`config.mk`:
```
export PLATFORM = sky130hd
export DESIGN_NAME = sensor_modn
export DESIGN_NICKNAME = d
export VERILOG_FILES = /design/src/rtl/sensor_mod_pkg.sv /design/src/rtl/sensor_mod_step.sv /design/src/rtl/sensor_modn.sv
export SDC_FILE = /design/constraint.sdc
export NUM_CORES = 1
export LEC_CHECK = 0
export ABC_AREA = 1
export CELL_PAD_IN_SITES_DETAIL_PLACEMENT = 0
export CELL_PAD_IN_SITES_GLOBAL_PLACEMENT = 1
export CORE_UTILIZATION = 37
export DETAILED_ROUTE_END_ITERATION = 10
export PLACE_DENSITY = 0.74
export SYNTH_ARGS = -nofsm -noshare
export SYNTH_HDL_FRONTEND = slang
export SYNTH_SLANG_ARGS = --single-unit
```
`constraint.sdc`:
```
create_clock -name clk -period 2.8 [get_ports clk]
set_input_delay 0.56 -clock clk [delete_from_list [all_inputs] [get_ports clk]]
set_output_delay 0.56 -clock clk [all_outputs]
set_load 0.05 [all_outputs]
```
`src/rtl/sensor_mod_pkg.sv`:
```
// Shared types and width helpers for the bit-serial sensor modulo reducer.
package sensor_mod_pkg;

   typedef enum logic [1:0] {
      IDLE = 2'd0,
      RUN  = 2'd1,
      DONE = 2'd2
   } modn_state_t;

   function automatic int unsigned cnt_width(input int unsigned data_w);
      return $clog2(data_w + 1);
   endfunction

endpackage

```
`src/rtl/sensor_mod_step.sv`:
```
// One MSB-first shift-and-conditional-subtract step: r' = {r,b} mod m, given r < m.
module sensor_mod_step #(
   parameter int unsigned MOD_W = 4
) (
   input  logic [MOD_W-1:0] r,
   input  logic             b,
   input  logic [MOD_W-1:0] m,
   output logic [MOD_W-1:0] r_next
);

   logic [MOD_W:0] t;
   logic [MOD_W:0] diff;

   always_comb begin
      t    = {r, b};
      diff = t - {1'b0, m};
      if (t >= {1'b0, m}) begin
         r_next = diff[MOD_W-1:0];
      end else begin
         r_next = t[MOD_W-1:0];
      end
   end

endmodule

```
`src/rtl/sensor_modn.sv`:
```
// Bit-serial modulo reducer: out_data = in_data mod in_mod, one data bit per clock,
// valid/ready on both sides, out_err flags a zero modulus.
module sensor_modn
   import sensor_mod_pkg::*;
#(
   parameter int unsigned DATA_W = 8,
   parameter int unsigned MOD_W  = 4
) (
   input  logic              clk,
   input  logic              rst_n,
   input  logic              in_valid,
   output logic              in_ready,
   input  logic [DATA_W-1:0] in_data,
   input  logic [MOD_W-1:0]  in_mod,
   output logic              out_valid,
   input  logic              out_ready,
   output logic [MOD_W-1:0]  out_data,
   output logic              out_err
);

   localparam int unsigned CNT_W = cnt_width(DATA_W);
   localparam logic [CNT_W-1:0] LAST_STEP = CNT_W'(DATA_W - 1);

   modn_state_t       state;
   logic [DATA_W-1:0] sh;
   logic [MOD_W-1:0]  m;
   logic [MOD_W-1:0]  r;
   logic [MOD_W-1:0]  r_step;
   logic [CNT_W-1:0]  cnt;
   logic              err;

   sensor_mod_step #(
      .MOD_W(MOD_W)
   ) u_step (
      .r      (r),
      .b      (sh[DATA_W-1]),
      .m      (m),
      .r_next (r_step)
   );

   // A zero modulus still spends one cycle in RUN (no steps taken, r stays 0),
   // so the error result appears one edge after the accept.
   always_ff @(posedge clk or negedge rst_n) begin
      if (!rst_n) begin
         state <= IDLE;
         sh    <= '0;
         m     <= '0;
         r     <= '0;
         cnt   <= '0;
         err   <= 1'b0;
      end else begin
         case (state)
            IDLE: begin
               if (in_valid) begin
                  sh    <= in_data;
                  m     <= in_mod;
                  r     <= '0;
                  cnt   <= '0;
                  err   <= (in_mod == '0);
                  state <= RUN;
               end
            end
            RUN: begin
               if (err) begin
                  state <= DONE;
               end else begin
                  r   <= r_step;
                  sh  <= {sh[DATA_W-2:0], 1'b0};
                  cnt <= cnt + 1'b1;
                  if (cnt == LAST_STEP) begin
                     state <= DONE;
                  end
               end
            end
            DONE: begin
               if (out_ready) begin
                  state <= IDLE;
               end
            end
            default: state <= IDLE;
         endcase
      end
   end

   assign in_ready  = (state == IDLE);
   assign out_valid = (state == DONE);
   assign out_data  = r;
   assign out_err   = err;

endmodule

```
# [Word level (Yosys, flattened, before mapping)]
# Cells that the tools add are included.
[totals] ff_bits=23 latch_bits=0 rom_bits=0 n_memories=0 ramBits=0 inputBits=16
[classes] n_lt_le_gt_ge=1 eq_ne=7 reduce_logical=6 n_mul=0 add_sub_neg=2 shifts=0 n_div=0 n_bitwise=0 n_mux=14
[ops] op="2-to-1 mux 4 bit" n=4
[ops] op="2-to-1 mux 8 bit" n=2
[ops] op="one-hot mux 4 bit (2 select lines)" n=2
[ops] op="one-hot mux 8 bit (2 select lines)" n=1
[ops] op="2-to-1 mux 2 bit" n=4
[ops] op="one-hot mux 2 bit (3 select lines)" n=1
[ops] op="AND reduction 3 bit" n=2
[ops] op=">= comparator 5 x 4 -> 1 bit" n=1
[ops] op="adder 4 x 1 -> 4 bit, second input constant" n=1
[ops] op="equality test 4 x 3 -> 1 bit, second input constant" n=1
[ops] op="logical NOT 4 bit" n=1
[ops] op="!= test 2 bit, second input constant" n=2
[ops] op="subtractor 4 bit" n=1
[ops] op="!= test 3 bit, second input constant" n=1
[ops] op="equality test 2 x 1 -> 1 bit, second input constant" n=1
[ops] op="equality test 2 bit, second input constant" n=1
[ops] op="logical NOT 2 bit" n=1
[ops] op="!= test 2 x 1 -> 1 bit, second input constant" n=1
[ops] op="AND reduction 2 bit" n=1
[ops] op="nonzero test 2 bit" n=1

# [Longest topological paths before layout]
# Gate-level depths: netlist of run 1.
[depth] ltp_word=4 depth_mapped=11 depth_no_buf=11

# [Hierarchy]
# A second synthesis of run 1 with hierarchy kept.
[hier_totals] hier_cells=164 hier_area_um2=1346.3
[by_module_without_submodules] mod="sensor_modn" n_inst=1 seq_area_each_um2=575.6 area_each_um2=1113.6 cells_per_inst=125
[by_module_without_submodules] mod="sensor_mod_step" n_inst=1 seq_area_each_um2=0.0 area_each_um2=232.7 cells_per_inst=39

# [Worst setup path after synthesis of run 1]
# No wires, ideal clock.
[synth_timing] path_kind="register to register" startpoint="register r[1] (netlist: out_data[1])" endpoint="register r[1] (netlist: out_data[1])" setup_slack_ns=1.065 setup_ns=0.066 synth_period_minus_slack_ns=1.735 path_stages_with_launch=9 t_arrival_ns=1.669 cell_sequence="dfrtp_1 ha_1 a21oi_1 nand2_1 nand2_1 nand2_1 nand2_1 nand3_1 nand2_1"
[synth_between] elab_chain_len=4
[synth_lines] element="start: declaration" line="sensor_modn.sv:27" text="logic [MOD_W-1:0] r;"
[synth_lines] element="start signal: assignment" line="sensor_modn.sv:67" text="r <= r_step;"
[synth_lines] element=">= comparator 5 x 4 -> 1 bit" line="sensor_mod_step.sv:17" text="if (t >= {1'b0, m}) begin"
[synth_lines] element="2-to-1 mux 4 bit" line="sensor_mod_step.sv:17"
[synth_lines] element="2-to-1 mux 4 bit" line="sensor_modn.sv:64" text="if (err) begin"
[synth_lines] element="one-hot mux 4 bit (2 select lines)" line="sensor_modn.sv:52" text="case (state)"
# No other way between the ends. The select of a mux whose other input is x is not followed.
# A chain may end at the register's enable or synchronous reset.

# [Worst setup path in the final report of run 1]
[layout_timing] startpoint="register state[0]" endpoint="output in_ready"
[layout_between] elab_chain_len=1
[layout_lines] element="start: declaration" line="sensor_modn.sv:24" text="modn_state_t state;"
[layout_lines] element="start signal: assignment" line="sensor_modn.sv:45" text="state <= IDLE;"
[layout_lines] element="start signal: assignment" line="sensor_modn.sv:60" text="state <= RUN;"
[layout_lines] element="start signal: assignment" line="sensor_modn.sv:65" text="state <= DONE;"
[layout_lines] element="logical NOT 2 bit" line="sensor_modn.sv:85" text="assign in_ready = (state == IDLE);"
[layout_lines] element="end: declaration" line="sensor_modn.sv:12" text="output logic in_ready,"
# No other way between the ends.

==> reports/results.md, run 1 <==
| Item | Value | Unit |
| --- | --- | --- |
| Maximum fanout count along the critical path | 4 | - |
| Worst-case clock buffer depth | 2 | - |
| Number of top-level pins | 23 | - |
| Worst Min Path Start | m[0] | - |
| Layout Area Growth over Synthesis | 21.6 | % |
| Clock buffer count from CTS | 3 | - |
| Status | completed | - |
| Capturing element type of the critical path | primary output | - |
| Site row count | 21 | - |
| Leakage | 0.755 | nW |
| Global-route wire length before repair | 4270 | um |
| Commonest non-fill, non-tap cell in the layout | sky130_fd_sc_hd__nand2_1 | - |
| Via count normalized by instance count | 4.74 | - |
| Number of DRC markers after the initial detailed-route iteration | 39 | - |
| Async set-reset flop share out of synthesis | 1.00 | - |
| Slew Viols, Final | 0 | - |
| Fmax achieved | 425 | MHz |
| Number of synthesized register bits | 23 | - |
| Post-layout total power | 2.02 | mW |
| Final layout net count | 193 | - |
| Vertical die dimension | 61.6 | um |
| Max transition margin | 0.659 | - |
| CP cell instances | nor2_2 > clkdlybuf4s50_1 | - |
| Number of buffers inserted by hold repair at cts | 0 | - |
| Sum of negative setup slack | 0 | ps |
| Worst Setup SP | state[0] | - |
| Syn Area/Cell | 9.06 | sq um |
| # clock sinks | 23 | - |
| Highest ir drop seen on vdd | 0.590 | mV |
| Longest individual stage delay on the worst path | 840 | ps |
| Post-Route Skew | 3.07 | ps |
| Cell area power density | 1260 | mW/mm^2 |
| Initial Util | 0.391 | - |
| Clock period minus final worst setup slack | 2350 | ps |
| Count of different cell masters after synthesis | 26 | - |
| Tightest Pin Transition | 510 | ps |
| Sequential area share after synthesis | 0.438 | - |
| Slowest cell on the critical path | sky130_fd_sc_hd__clkdlybuf4s50_1 | - |
| Core Footprint | 0.00336 | sq mm |
| Proportion of layout cells with a drive suffix above 1 | 0.141 | - |
| Arrival @ worst endpoint | 1790 | ps |
| Remaining antenna violation count after routing | 0 | - |
| Number of buffers added on ports | 22 | - |
| Number of enable-type register cells in the synthesized netlist | 0 | - |
| Horizontal die dimension | 61.6 | um |
| Critical path startpoint category | flip-flop | - |
| Count of TritonRoute iterations in the first routing pass | 5 | - |
| Number of failing hold endpoints at the final stage | 0 | - |
| Hold Path Class | reg -> reg | - |
| Unrepaired setup endpoints after global routing | false | - |
| Critical Setup Path Class | reg -> out | - |
| Global placement routability congestion | 0.810 | - |
| CP required | 2240 | ps |
| Most common flop cell mapped by yosys | sky130_fd_sc_hd__dfrtp_1 | - |
| Total length of routed wires | 2590 | um |
| Drt drc | 0 | - |
| TritonCTS clock tree | built | - |
| Clock latency reported for the late side of the worst-skew pair | 310 | ps |
| Overflow left after global routing | 0 | - |
| Most used cells in the layout excluding fill and tap cells | 38 x sky130_fd_sc_hd__nand2_1, 23 x sky130_fd_sc_hd__dfrtp_1, 22 x sky130_fd_sc_hd__clkdlybuf4s50_1 | - |
| Synthesized area | 0.00131 | sq mm |
| Clock slew at reported path FFs | 130 | ps |
| Number of max-cap violations | 0 | - |
| Number of warnings printed during yosys synthesis | 0 | - |
| Wire per inst | 12.0 | um |
| End-of-flow core utilization | 0.475 | - |
| Floorplan die area | 0.00379 | sq mm |
| Antenna violations before repair | 0 | - |
| H-tree depth | 1 | - |
| Vias in the first global route | 990 | - |
| Cells resized by post-CTS repair | 0 | - |
| Final cycle utilization of the critical path | 0.841 | - |
| Antenna cells | 0 | - |
| Setup-violating endpoint count in the final report | 0 | - |
| Largest net degree at the start of global routing | 24 | - |
| Crit path buf inv count | 1 | - |
| Setup fix buffers added after clock tree synthesis | 0 | - |
| Detailed placement HPWL | 1880 | um |
| Number of instances in the synthesized netlist | 145 | - |
| Overall routing resource usage | 0.155 | - |
| Net count after synthesis | 167 | - |
| Cell chosen for the clock root | sky130_fd_sc_hd__clkbuf_4 | - |
| Total via count after detailed routing | 1024 | - |
| Largest delay contributor family on the critical path | buffers and inverters | - |
| Worst r2r src | out_data[1] | - |
[worst min-delay path, stage by stage, from the launching register on]
cell and delay, ps:
sky130_fd_sc_hd__dfrtp_1 380, sky130_fd_sc_hd__nor2_1 50, sky130_fd_sc_hd__nor2_1 70
[final cells by class]
type                    count  area, sq um
well taps                  46         57.6
multi-input cells          96          606
inverters                  24          105
repair buffers             23          228
flip-flops and latches     23          576
clock buffers               4         26.3
fillers                   338         1770
[synth_stat cells, drive strengths merged, types with 2 or more instances]
cell type / count / area share
ha: 5 / 0.048
dfrtp: 23 / 0.44
o211ai: 7 / 0.040
a21oi: 3 / 0.011
nand2: 40 / 0.12
nor2: 8 / 0.050
buf: 2 / 0.021
inv: 24 / 0.080
nand3: 11 / 0.042
nand4: 2 / 0.021
a22o: 2 / 0.015
o21ai: 13 / 0.075
[cell families after synthesis]
kind of cell	after synthesis	synth area share
and+or+nand+nor	62	0.238
xor gates and xnor gates	1	0.00667
DFF	23	0.438
AOI/OAI and AO/OA	27	0.153
adders and majority gates	6	0.0629
buffers and inverters	26	0.101
[flip-flops by register name (all words and copies together) (netlist names)]
register / flops
out_err: 1
sh: 8
state: 2
out_data: 4
cnt: 4
m: 4
[worst paths after layout]
path	end	slack, ps	cells after the start
max	in_ready	450	2
min	m[0]	520	2
max reg2reg	out_data[0]	1080	8
min reg2reg	m[0]	520	2
max in group asynchronous	out_data[0]	1980	2
min in group asynchronous	sh[4]	590	2
[layer usage]
metal	track usage	share of wire
met1	0.194	0.47
met2	0.264	0.49
met3	0.0252	0.022
met4	0.0667	0.016
met5	0	0
[metrics by stage]
step | instance area (sq um) | setup WS (ps) | hold slack, ps | instances
CTS | 1600 | 422 | 530 | 216
detailed placement | 1570 | 798 | 499 | 212
finish | 1600 | 445 | 523 | 216
floorplan | 1310 | 1060 | 264 | 145
global route | 1600 | 373 | 566 | 216
global placement | 1570 | 846 | 499 | 212
[power by group]
part	total [mW]	switching (mW)	internal, mW
Clock	0.161	0.106	0.0557
Combinational	1.28	0.820	0.460
Sequential	0.576	0.0920	0.484
Note: power is estimated with default switching activity, not from simulation.
==> run 2: changes to the inputs <==
==> constraint.sdc (replaced) <==
create_clock -name clk -period 2.5 [get_ports clk]
set_input_delay 0.5 -clock clk [delete_from_list [all_inputs] [get_ports clk]]
set_output_delay 0.5 -clock clk [all_outputs]
set_load 0.05 [all_outputs]
==> results of run 2 <==
Same layout as run 1 (identical final DEF). Status: completed.
Among the figures that moved: setup slack after placement 798 ps -> 558 ps; setup slack after layout 445 ps -> 205 ps; register-to-register setup slack 1080 ps -> 780 ps; total power 2.02 mW -> 2.26 mW; worst IR drop on VDD 0.590 mV -> 0.661 mV
==> run 3: changes to the inputs <==
--- a/config.mk
+++ b/config.mk
@@ -9,8 +9,10 @@
 export CELL_PAD_IN_SITES_DETAIL_PLACEMENT = 0
 export CELL_PAD_IN_SITES_GLOBAL_PLACEMENT = 1
 export CORE_UTILIZATION = 37
+export CTS_CLUSTER_SIZE = 20
 export DETAILED_ROUTE_END_ITERATION = 10
 export PLACE_DENSITY = 0.74
+export SLEW_MARGIN = 0
 export SYNTH_ARGS = -nofsm -noshare
 export SYNTH_HDL_FRONTEND = slang
 export SYNTH_SLANG_ARGS = --single-unit
==> constraint.sdc (replaced) <==
create_clock -name clk -period 2.45 [get_ports clk]
set_input_delay 0.49 -clock clk [delete_from_list [all_inputs] [get_ports clk]]
set_output_delay 0.49 -clock clk [all_outputs]
set_load 0.05 [all_outputs]
==> results of run 3 <==
Same layout as run 1 (identical final DEF). Status: completed.
Among the figures that moved: setup slack after placement 798 ps -> 518 ps; setup slack after layout 445 ps -> 165 ps; hold slack 523 ps -> 516 ps; register-to-register setup slack 1080 ps -> 730 ps; total power 2.02 mW -> 2.31 mW; worst IR drop on VDD 0.590 mV -> 0.675 mV
